--- config.mk ---
export PLATFORM = sky130hd
export DESIGN_NAME = exe_alu_seq
export DESIGN_NICKNAME = d
export VERILOG_FILES = /design/src/rtl/exe_alu_seq.sv
export SDC_FILE = /design/constraint.sdc
export NUM_CORES = 1
export LEC_CHECK = 0
export ABC_AREA = 1
export CORE_MARGIN = 4
export CORE_UTILIZATION = 36
export CTS_BUF_LIST = sky130_fd_sc_hd__clkbuf_4 sky130_fd_sc_hd__clkbuf_8
export DETAILED_ROUTE_END_ITERATION = 10
export GPL_ROUTABILITY_DRIVEN = 0
export PLACE_DENSITY_LB_ADDON = 0.08
export SETUP_SLACK_MARGIN = 0.05
export SLEW_MARGIN = 20
export SYNTH_ARGS = -nofsm -noshare
export SYNTH_HDL_FRONTEND = slang
export SYNTH_SLANG_ARGS = --single-unit
--- constraint.sdc ---
create_clock -name clk_i -period 1.5 [get_ports clk_i]
set_input_delay 0.3 -clock clk_i [delete_from_list [all_inputs] [get_ports clk_i]]
set_output_delay 0.3 -clock clk_i [all_outputs]
set_load 0.05 [all_outputs]
--- src/rtl/exe_alu_seq.sv ---
`default_nettype none
// ============================================================================
// Module      : exe_alu_seq
// Description : Sequential execute-stage ALU with valid/ready handshake on
//               both sides and a registered result. Shifts run iteratively,
//               one bit per cycle. Defining EXE_ALU_BARREL_SHIFT_EN replaces
//               the iterative shifter with a single-cycle barrel shifter.
// Revision    : 1.0 - initial release
// ============================================================================
module exe_alu_seq #(
    parameter int XLEN = 32
) (
    input  logic            clk_i,
    input  logic            rst_ni,
    input  logic            valid_i,
    output logic            ready_o,
    input  logic [2:0]      ALUctrl_i,
    input  logic            sign_i,
    input  logic [XLEN-1:0] src1_i,
    input  logic [XLEN-1:0] src2_i,
    output logic            valid_o,
    input  logic            ready_i,
    output logic [XLEN-1:0] result_o,
    output logic            zero_o
);

    // ALU operation codes shared with the ALU control decoder
    localparam logic [2:0] c_ALU_ADD      = 3'd0;
    localparam logic [2:0] c_ALU_SUB      = 3'd1;
    localparam logic [2:0] c_ALU_SLL      = 3'd2;
    localparam logic [2:0] c_ALU_SLT_SLTU = 3'd3;
    localparam logic [2:0] c_ALU_XOR      = 3'd4;
    localparam logic [2:0] c_ALU_SRL_SRA  = 3'd5;
    localparam logic [2:0] c_ALU_OR       = 3'd6;
    localparam logic [2:0] c_ALU_AND      = 3'd7;

    // FSM encoding
    localparam logic [1:0] c_ST_IDLE  = 2'd0;
    localparam logic [1:0] c_ST_DONE  = 2'd2;
`ifndef EXE_ALU_BARREL_SHIFT_EN
    localparam logic [1:0] c_ST_SHIFT = 2'd1;
`endif

    logic [1:0]      r_state;
    logic [1:0]      w_state_next;
    logic [XLEN-1:0] r_result;
    logic [XLEN-1:0] w_alu;
    logic [4:0]      w_shamt;
    logic            w_accept;

`ifndef EXE_ALU_BARREL_SHIFT_EN
    // Iterative shifter state: r_result doubles as the working register
    logic [4:0]      r_cnt;
    logic [2:0]      r_op;
    logic            r_sign;
    logic            w_is_shift;
    logic [XLEN-1:0] w_shift1;
`endif

    assign w_shamt  = src2_i[4:0];
    assign w_accept = valid_i && (r_state == c_ST_IDLE);

`ifndef EXE_ALU_BARREL_SHIFT_EN
    assign w_is_shift = (ALUctrl_i == c_ALU_SLL) || (ALUctrl_i == c_ALU_SRL_SRA);

    // One-bit shift step; right shifts fill with the MSB only when arithmetic
    always_comb begin
        w_shift1 = r_result;
        if (r_op == c_ALU_SLL) begin
            w_shift1 = {r_result[XLEN-2:0], 1'b0};
        end else begin
            w_shift1 = {r_sign & r_result[XLEN-1], r_result[XLEN-1:1]};
        end
    end
`endif

    // Single-cycle result for the accepted operation (shift seed in iterative build)
    always_comb begin
        w_alu = src1_i + src2_i;
        case (ALUctrl_i)
            c_ALU_ADD:      w_alu = src1_i + src2_i;
            c_ALU_SUB:      w_alu = src1_i - src2_i;
            c_ALU_SLT_SLTU: begin
                if (sign_i) begin
                    w_alu = {{(XLEN-1){1'b0}}, ($signed(src1_i) < $signed(src2_i))};
                end else begin
                    w_alu = {{(XLEN-1){1'b0}}, (src1_i < src2_i)};
                end
            end
            c_ALU_XOR:      w_alu = src1_i ^ src2_i;
            c_ALU_OR:       w_alu = src1_i | src2_i;
            c_ALU_AND:      w_alu = src1_i & src2_i;
`ifdef EXE_ALU_BARREL_SHIFT_EN
            c_ALU_SLL:      w_alu = src1_i << w_shamt;
            c_ALU_SRL_SRA: begin
                if (sign_i) begin
                    w_alu = $unsigned($signed(src1_i) >>> w_shamt);
                end else begin
                    w_alu = src1_i >> w_shamt;
                end
            end
`else
            c_ALU_SLL:      w_alu = src1_i;
            c_ALU_SRL_SRA:  w_alu = src1_i;
`endif
            default:        w_alu = src1_i + src2_i;
        endcase
    end

    // State register
    always_ff @(posedge clk_i or negedge rst_ni) begin
        if (!rst_ni) begin
            r_state <= c_ST_IDLE;
        end else begin
            r_state <= w_state_next;
        end
    end

    // Next-state logic; no accept is possible outside IDLE
    always_comb begin
        w_state_next = r_state;
        case (r_state)
            c_ST_IDLE: begin
                if (w_accept) begin
`ifdef EXE_ALU_BARREL_SHIFT_EN
                    w_state_next = c_ST_DONE;
`else
                    if (w_is_shift && (w_shamt != 5'd0)) begin
                        w_state_next = c_ST_SHIFT;
                    end else begin
                        w_state_next = c_ST_DONE;
                    end
`endif
                end
            end
`ifndef EXE_ALU_BARREL_SHIFT_EN
            c_ST_SHIFT: begin
                if (r_cnt == 5'd1) begin
                    w_state_next = c_ST_DONE;
                end
            end
`endif
            c_ST_DONE: begin
                if (ready_i) begin
                    w_state_next = c_ST_IDLE;
                end
            end
            default: w_state_next = c_ST_IDLE;
        endcase
    end

    // Handshake outputs decoded from state
    always_comb begin
        ready_o = 1'b0;
        valid_o = 1'b0;
        if (r_state == c_ST_IDLE) begin
            ready_o = 1'b1;
        end
        if (r_state == c_ST_DONE) begin
            valid_o = 1'b1;
        end
    end

    // Result / working register; only written on accept or while shifting,
    // so it is frozen throughout DONE
    always_ff @(posedge clk_i or negedge rst_ni) begin
        if (!rst_ni) begin
            r_result <= '0;
`ifndef EXE_ALU_BARREL_SHIFT_EN
            r_cnt    <= 5'd0;
            r_op     <= c_ALU_ADD;
            r_sign   <= 1'b0;
`endif
        end else if (w_accept) begin
            r_result <= w_alu;
`ifndef EXE_ALU_BARREL_SHIFT_EN
            r_cnt    <= w_is_shift ? w_shamt : 5'd0;
            r_op     <= ALUctrl_i;
            r_sign   <= sign_i;
`endif
        end
`ifndef EXE_ALU_BARREL_SHIFT_EN
        else if (r_state == c_ST_SHIFT) begin
            r_result <= w_shift1;
            r_cnt    <= r_cnt - 5'd1;
        end
`endif
    end

    assign result_o = r_result;
    assign zero_o   = (r_result == '0);

endmodule
`default_nettype wire

## After elaboration in Yosys (flattened, before gate mapping)

Index checks and enable logic that the tools add are counted.

- Add/subtract/negate cells: 3
- Reductions and logical operators: 10
- Multiplexer cells: 15
- Bitwise operators: 4
- $lt $le $gt $ge: 2
- Equal/unequal tests: 14

Operators by type and width:

| kind | count |
|---|---|
| $pmux 32 s7 | 1 |
| $mux 32 | 3 |
| $lt 32x32->1 | 2 |
| $add 32x32->32 | 1 |
| $and 32x32->32 | 1 |
| $logic_not 32->1 | 1 |
| $or 32x32->32 | 1 |
| $sub 32x32->32 | 1 |
| $xor 32x32->32 | 1 |
| $mux 5 | 3 |
| $eq 3x3->1 const B | 4 |
| $eq 3x2->1 const B | 3 |
| $mux 2 | 4 |
| $ne 2x2->1 const B | 3 |
| $pmux 2 s3 | 1 |
| $eq 5x1->1 const B | 1 |
| $reduce_bool 5->1 | 1 |
| $sub 5x1->5 const B | 1 |
| $eq 3x1->1 const B | 1 |
| $logic_not 3->1 | 1 |
| $mux 1 | 3 |
| $reduce_and 3->1 | 1 |
| $eq 2x1->1 const B | 1 |
| $eq 2x2->1 const B | 1 |
| 6 further kinds | 7 |

- Input bits: 72
- Flip-flop bits (word level): 43

## Depth between registers and ports, before layout

Gate-level depths: netlist of run 1.

- Depth after elaboration: 6
- Depth in mapped cells: 18
- Depth with buffers taken out: 18

## Least setup slack after synthesis of run 1

No wires, ideal clock.

- Kind: flip-flop to output port
- From: register r_result[4] (netlist: result_o[4])
- To: output port zero_o
- Arrival: 2.285 ns
- Cell stages (with the launch flop): 5
- Buffers on the path: 0
- Required time: 1.200 ns
- Slack: -1.085 ns
- Cell sequence: dfrtp_1 -> inv_1 -> nand2_1 -> or4_1 -> nor3_1

- Longest elaborated chain between the ends: 1

Ends and longest elaborated chain:

| element | line | text |
|---|---|---|
| start, declared | 46 | `logic [XLEN-1:0] r_result;` |
| start signal, assigned | 175 | `r_result <= w_alu;` |
| start signal, assigned | 184 | `r_result <= w_shift1;` |
| $logic_not 32->1 | 191 | `assign zero_o = (r_result == '0);` |
| end, declared | 24 | `output logic zero_o` |

No other way between the ends.

## Worst setup path in the final report of run 1

- From: input port src2_i[1]
- To: register r_result[23] (netlist: result_o[23])

- Longest elaborated chain between the ends: 3

Ends and longest elaborated chain:

| element | line | text |
|---|---|---|
| start, declared | 20 | `input logic [XLEN-1:0] src2_i,` |
| $sub 32x32->32 or $add 32x32->32 (tied branches) | n/a |  |
| $pmux 32 s7 (*) | 80 | `case (ALUctrl_i)` |
| $mux 32 (*) | 174 | `end else if (w_accept) begin` |

Every way passes the cells marked *; elsewhere a longest branch is shown, timed or not.
A chain may end at the register's enable or synchronous reset.

==> results of run 1 <==
## state kept, by name (all words and copies together) (netlist names)
register	cells
r_op	3
r_sign	1
r_cnt	5
r_state	2
result_o	32
## through the flow
| stage | hold slack, ps | setup TNS (ps) |
|---|---|---|
| after detailed placement | 274 | -40730 |
| after floorplan | 4.41 | -7020 |
| after global routing | 335 | -13810 |
| final | 311 | -10600 |
| after CTS | 296 | -9430 |
| after global placement | 273 | -39770 |
## layer usage
layer  GRT usage  vias to the layer above  routed length [um]
li1            -                     6213                   -
met1       0.400                     6341               18300
met2       0.479                      788               20500
met3      0.0608                      238                4820
met4       0.112                        2                2840
met5           0                        -                  17
## logic make-up after synthesis
group | share of synthesized area
AND/OR/NAND/NOR | 0.392
XOR/XNOR | 0.00673
adder cells (fa/ha/maj) | 0.139
AO/OA/AOI/OAI | 0.171
buffers and inverters | 0.173
flip-flops | 0.118
## critical path, cell delays in order
cell,delay [ps]
sky130_fd_sc_hd__buf_8,80
sky130_fd_sc_hd__clkinvlp_4,180
sky130_fd_sc_hd__ha_4,310
sky130_fd_sc_hd__nor2_4,120
sky130_fd_sc_hd__nand2_2,110
sky130_fd_sc_hd__nand2_4,150
sky130_fd_sc_hd__nand3_4,90
sky130_fd_sc_hd__nand2_4,120
sky130_fd_sc_hd__buf_6,120
sky130_fd_sc_hd__nand2_4,50
sky130_fd_sc_hd__nand3_2,60
sky130_fd_sc_hd__nand2_1,50
sky130_fd_sc_hd__nand3_1,80
sky130_fd_sc_hd__nand4_1,200
sky130_fd_sc_hd__nand2_1,120
sky130_fd_sc_hd__nand2_1,50
## synth_stat cells (all sizes together) (2+ instances only)
library cell and n:
a211oi 2, a21boi 4, a21oi 76, a221oi 23, a22oi 6, a31oi 11
and2 7, buf 48, clkbuf 13, clkinv 3, dfrtp 43, fa 2
ha 98, inv 329, nand2 534, nand3 124, nand4 28, nor2 121
nor3 20, nor4 5, o2111ai 2, o211ai 7, o21ai 68, o21bai 10
o221ai 7, o22ai 32, o311ai 3, or2 3, xor2 6
## layout by cell type (no fill, tap or decap), types with 21 or more instances in the layout
| cell type | netlist | layout |
|---|---|---|
| sky130_fd_sc_hd__ha_4 | 0 | 41 |
| sky130_fd_sc_hd__nand2_4 | 0 | 69 |
| sky130_fd_sc_hd__nor2_2 | 17 | 21 |
| sky130_fd_sc_hd__buf_12 | 0 | 63 |
| sky130_fd_sc_hd__o22ai_1 | 32 | 32 |
| sky130_fd_sc_hd__inv_1 | 317 | 196 |
| sky130_fd_sc_hd__nand3_1 | 118 | 61 |
| sky130_fd_sc_hd__nor2_1 | 104 | 36 |
| sky130_fd_sc_hd__buf_4 | 12 | 337 |
| sky130_fd_sc_hd__nand2_2 | 12 | 142 |
| sky130_fd_sc_hd__nand3_2 | 6 | 43 |
| sky130_fd_sc_hd__a21oi_1 | 75 | 30 |
| sky130_fd_sc_hd__dfrtp_1 | 43 | 35 |
| sky130_fd_sc_hd__buf_6 | 2 | 103 |
| sky130_fd_sc_hd__inv_2 | 12 | 98 |
| sky130_fd_sc_hd__o21ai_0 | 57 | 37 |
| sky130_fd_sc_hd__nand4_1 | 28 | 28 |
| sky130_fd_sc_hd__nor2_4 | 0 | 64 |
| sky130_fd_sc_hd__a21oi_2 | 1 | 29 |
| sky130_fd_sc_hd__ha_1 | 98 | 47 |
| sky130_fd_sc_hd__nand2_1 | 522 | 318 |
| sky130_fd_sc_hd__inv_4 | 0 | 26 |
## area by class of cell
class | count | area share
clock inverters | 2 | 0.000702
well taps | 324 | 0.0227
inverters | 332 | 0.0782
multi-input cells | 1206 | 0.536
flip-flops and latches | 43 | 0.0609
clock buffers | 6 | 0.00428
repair buffers | 542 | 0.297
## report_power, final
group | leakage [nW] | switching (W) | internal, W
registers | 0.522 | 0.000376 | 0.00174
logic | 8.39 | 0.00786 | 0.00651
clock network | 0.0446 | 0.000421 | 0.000344
total | 8.96 | 0.00866 | 0.00860
## what timing repair did
| action | in CTS | in global routing |
|---|---|---|
| resized for setup | 743 | 282 |
| endpoints found under the hold margin | 18 | 0 |
| setup buffers | 83 | 39 |
| setup endpoints to repair | 44 | 43 |
| pin swaps | 279 | 237 |
| hold buffers | 1 | 0 |
| gates cloned | 2 | 0 |
## how the worst max path moves through the flow
stage	slack [ps]	depth (start not counted)	end	from
final	-500	16	result_o[23]	src2_i[1]
after global routing	-570	16	result_o[23]	src2_i[1]
after CTS	-510	4	zero_o	result_o[29]
after detailed placement	-1380	14	result_o[25]	src2_i[22]
after global placement	-1370	14	result_o[25]	src2_i[22]
after floorplan	-410	4	zero_o	result_o[4]
==> summary.md, run 1 <==
| Metric | Value |
|---|---|
| Design area | `around 18000 um2` |
| CTS max path bufs | `2` |
| Total Routed Length | `46400 um` |
| Power Density | `between 900 and 1000 nW/um2` |
| Total I/O pin count | `107` |
| Num CTS Buffers | `5` |
| Total cell area at the placement stage | `roughly 14000 um2` |
| Later-pin clock latency in the skew report | `310 ps` |
| Die height | `167 um` |
| Hold path startpoint | `ALUctrl_i[1]` |
| Crit Path Max Fanout | `5` |
| Mean instance size in the synthesized netlist | `between 5 and 6 um2` |
| Post-route clock skew | `about 8.6 ps` |
| Number of hold violations in the final report | `0` |
| Largest net degree at the start of global routing | `33` |
| Number of sinks on the clock net | `43` |
| Vias per cell | `5.53` |
| Shortest period the worst path allows | `2000 ps` |
| Worst Path Class, Setup | `in -> reg` |
| Class of the worst hold path | `in -> reg` |
| Worst voltage drop across the vdd grid | `1.09 mV` |
| Detailed-route via count | `about 14k` |
| Final setup fails | `36` |
| Global-route wire length before repair | `between 60000 and 70000 um` |
| Crit. End Element | `flip-flop` |
| Setup slack on the worst flop-to-flop path | `-180 ps` |
| GRT Residual Overflow | `0` |
| Max-capacitance violation count | `0` |
| Port Buffers | `around 110` |
| Detailed-placement wirelength estimate | `between 30000 and 40000 um` |
| Cells on Worst Hold Path | `3` |
| Post-route insts no fill | `around 2.5k` |
| Total of flip-flops plus latches after synthesis | `43` |
| First-pass DRT Iterations | `6` |
| Total inserted antenna cells | `0` |
| Number of cells on the worst reg-to-reg path | `10` |
| Critical Path AT | `2210 ps` |
| Final setup margin | `-501 ps` |
| Wire per inst | `18.9 um` |
| F_max | `500 MHz` |
| Overall Power | `between 0.015 and 0.02 W` |
| Max-slew violation count | `0` |
| Clock transition at the register clock pins on the worst setup and hold paths after CTS | `approximately 90 ps` |
| Main area contributors after synthesis | `sky130_fd_sc_hd__nand2_1, sky130_fd_sc_hd__ha_1, sky130_fd_sc_hd__inv_1` |
| First-iteration detailed-routing DRC count | `~1.3k` |
| Seq/Total Area, Yosys | `0.118` |
| Synthesized instance count | `1642` |
| Transition time of the tightest slew-check pin | `~560 ps` |
| Cell type with the highest aggregate area in the netlist | `sky130_fd_sc_hd__nand2_1` |
| Warning count from the yosys run | `0` |
| Proportion of netlist area held by the largest area contributor | `0.215` |
| Core box area | `between 20000 and 25000 um2` |
| Async set-reset flop share out of synthesis | `1.00` |
| Number of antenna violations at the first check in global routing | `1` |
| Leakage power | `8.96 nW` |
| Die span in x | `about 170 um` |
| Final Net Count | `between 2k and 2.5k` |
| CP startpoint kind | `input pin` |
| Syn Std Cell Area | `between 9000 and 10000 um2` |
| Synth-to-Final Area Change | `95.7%` |
| Tightest slew margin relative to the limit | `0.621` |
| Combined flip-flop and latch cell area | `1090 um2` |
| Clock root cell | `sky130_fd_sc_hd__clkbuf_8` |
| Setup repair after global routing missed its margin | `true` |
| DP Worst Slack | `-1380 ps` |
| Total GRT Usage | `0.300` |
| Final standard cell utilization of the core | `0.725` |
| Via count of the first global-routing pass | `12.7k` |
| Routed Antenna Nets | `0` |
| Worst min-delay path endpoint | `r_op[1]` |
| Cell Count Post-Placement | `2334` |
| Required time of the critical path | `~1700 ps` |
| Reg2Reg Capture Point | `result_o[26]` |
| Post-synth cell types | `48` |
| Failing checks | `setup timing` |
| Net count after synthesis | `1814` |
| Area taken by multi-input logic gates | `between 9000 and 10000 um2` |
| Commonest register cell after synthesis | `sky130_fd_sc_hd__dfrtp_1` |
| R2r startpoint | `r_state[1]` |
| Number of synthesized flops with an enable pin | `0` |
| Fraction of layout instances using a drive strength above 1 | `0.568` |
| Fillcell total | `~1.9k` |
| Final critical-path share of the clock period | `1.33` |
| Number of remaining DRC errors | `0` |
| Area enclosed by the die boundary | `between 20000 and 30000 um2` |
| Run status | `finished, violations left` |
| Number of placement rows | `57` |
| TritonCTS clock tree | `done` |
| Initial Utilization | `0.370` |
| Total number of H-tree levels | `2` |
No activity file was read; power rests on OpenSTA's default activity.
==> run 2: changes to the inputs <==
- clock period: 1.5 -> 2.3 ns (I/O delays scaled with it)
==> run 2 against run 1 <==
Compared with the run above:
- the flow now finishes without violations
- flip-flop and latch count unchanged
- critical path depth shrank 15
- register-to-register slack improved by 490 ps
- first-iteration DRC count is 16% lower
- die area stayed put
- final cell count shrank 3.1%
- count of clock-buffer cells in the layout unchanged
- sequential share of layout area is 1.3 points higher
- combinational power down 54%
- sequential power shrank 26%
- clock skew up 3.6 ps
- critical path type is now reg -> out
- largest cell class unchanged
- largest power group unchanged
==> summary.md, run 2 (synthesis results as in run 1) <==
| Metric | Value |
|---|---|
| Class of the worst hold path | `in -> async` |
| Routed Antenna Nets | `0` |
| Number of sinks on the clock net | `between 40 and 50` |
| Number of cells on the worst reg-to-reg path | `7` |
| Critical Path AT | `1770 ps` |
| Number of placement rows | `between 50 and 60` |
| Reg2Reg Capture Point | `result_o[25]` |
| Fin Setup TNS | `0 ps` |
| Core box area | `approximately 25000 um2` |
| Worst Path Class, Setup | `reg -> out` |
| Clock root cell | `sky130_fd_sc_hd__clkbuf_8` |
| Via count of the first global-routing pass | `about 12k` |
| Num CTS Buffers | `5` |
| Number of flip-flops under the largest register name | `32` |
| Worst path bufs/invs | `1` |
| Tightest slew margin relative to the limit | `0.646` |
| TritonCTS clock tree | `done` |
| Overall Power | `0.00873 W` |
| Kind of cell adding the most delay to the critical path | `buffers and inverters` |
| Die span in x | `about 170 um` |
| Synth-to-Final Area Change | `60.0%` |
| Fraction of layout instances using a drive strength above 1 | `0.366` |
| Post-route clock skew | `approximately 12 ps` |
| Initial Utilization | `0.370` |
| Design area | `14600 um2` |
| Leakage power | `between 7 and 8 nW` |
| Total number of H-tree levels | `2` |
| Port Buffers | `106` |
| Final setup fails | `0` |
| Total I/O pin count | `107` |
| Number of remaining DRC errors | `0` |
| Largest stage delay on the critical path | `880 ps` |
| F_max | `approximately 450 MHz` |
| First-pass DRT Iterations | `7` |
| Global-route wire length before repair | `63700 um` |
| Worst voltage drop across the vdd grid | `about 0.56 mV` |
| Setup repair after global routing missed its margin | `true` |
| Clock transition at the register clock pins on the worst setup and hold paths after CTS | `100 ps` |
| Run status | `finished, final reports clean` |
| First-iteration detailed-routing DRC count | `about 1.1k` |
| Crit. End Element | `primary output` |
| Most frequent cells in the layout | `sky130_fd_sc_hd__nand2_1, sky130_fd_sc_hd__buf_4, sky130_fd_sc_hd__inv_1` |
| Transition time of the tightest slew-check pin | `525 ps` |
| CP startpoint kind | `flip-flop` |
| Slowest cell on crit path | `sky130_fd_sc_hd__clkdlybuf4s50_1` |
| Total inserted antenna cells | `0` |
| Number of hold violations in the final report | `0` |
| Shortest period the worst path allows | `between 2000 and 2500 ps` |
| Final critical-path share of the clock period | `0.969` |
| Final Net Count | `about 2.2k` |
| CTS max path bufs | `2` |
| Number of antenna violations at the first check in global routing | `0` |
| GRT Residual Overflow | `0` |
| Commonest non-fill, non-tap cell in the layout | `sky130_fd_sc_hd__nand2_1` |
| Total Routed Length | `a little over 40000 um` |
| Worst-path cell chain | `clkdlybuf4s50_1` |
| Later-pin clock latency in the skew report | `between 300 and 400 ps` |
| Crit Path Max Fanout | `5` |
| Total GRT Usage | `0.284` |
| Max-capacitance violation count | `0` |
| Vias per cell | `between 5 and 6` |
| Die height | `between 150 and 200 um` |
| R2r startpoint | `r_state[1]` |
| Detailed-route via count | `about 12k` |
| Required time of the critical path | `around 1800 ps` |
| Setup slack on the worst flop-to-flop path | `around 310 ps` |
| Area enclosed by the die boundary | `around 28000 um2` |
| Max-slew violation count | `0` |
| Power Density | `599 nW/um2` |
| Wire per inst | `17.2 um` |
| Total cell area at the placement stage | `around 13000 um2` |
| Min Hold Slack | `64.5 ps` |
| Quantity of hold-fixing buffers added after cts | `0` |
| Largest net degree at the start of global routing | `33` |
| Detailed-placement wirelength estimate | `roughly 33000 um` |
[run 2: metrics by stage]
step                      utilization  instances  setup slack, ps
after floorplan                     -       1642              129
after global placement          0.523       2340             -731
after detailed placement        0.523       2340             -745
after CTS                       0.576       2364             43.5
after global routing            0.593       2379             13.7
final                           0.593       2379             70.5
[run 2: repair_timing]
action,CTS,global route
setup buffers,16,15
resized for setup,388,114
endpoints found under the setup margin,32,35
pin swaps,114,43
[run 2: area by class of cell]
class	count	area, um2
Fill cell	2449	10000
Multi-Input combinational cell	1206	7850
Timing Repair Buffer	466	3910
Inverter	332	1250
Sequential cell	43	1080
Tap cell	324	405
Clock buffer	6	76.3
Clock inverter	2	12.5
[run 2: worst max path at each step]
stage | startpoint | endpoint | cells after the start
2_1_floorplan | result_o[4] | zero_o | 4
3_3_place_gp | src2_i[4] | result_o[11] | 14
3_5_place_dp | src2_i[4] | result_o[11] | 14
4_1_cts | src2_i[25] | result_o[31] | 15
5_1_grt | src1_i[0] | result_o[26] | 18
6_report | result_o[25] | result_o[25] | 1
[run 2: report_power, final]
group | internal, W | total, W | switching, W
sequential | 0.00113 | 0.00157 | 0.000448
clock | 0.000226 | 0.000545 | 0.000319
combinational | 0.00260 | 0.00661 | 0.00402
total | 0.00395 | 0.00873 | 0.00479
[run 2: per-layer routing]
| layer | up-vias | part of all wire | wire length [um] | track usage |
|---|---|---|---|---|
| met5 | - | 0 | 0 | 0 |
| met1 | 5657 | 0.41 | 16700 | 0.350 |
| li1 | 6044 | - | - | - |
| met2 | 469 | 0.47 | 19200 | 0.489 |
| met4 | 0 | 0.063 | 2580 | 0.141 |
| met3 | 129 | 0.061 | 2500 | 0.0330 |
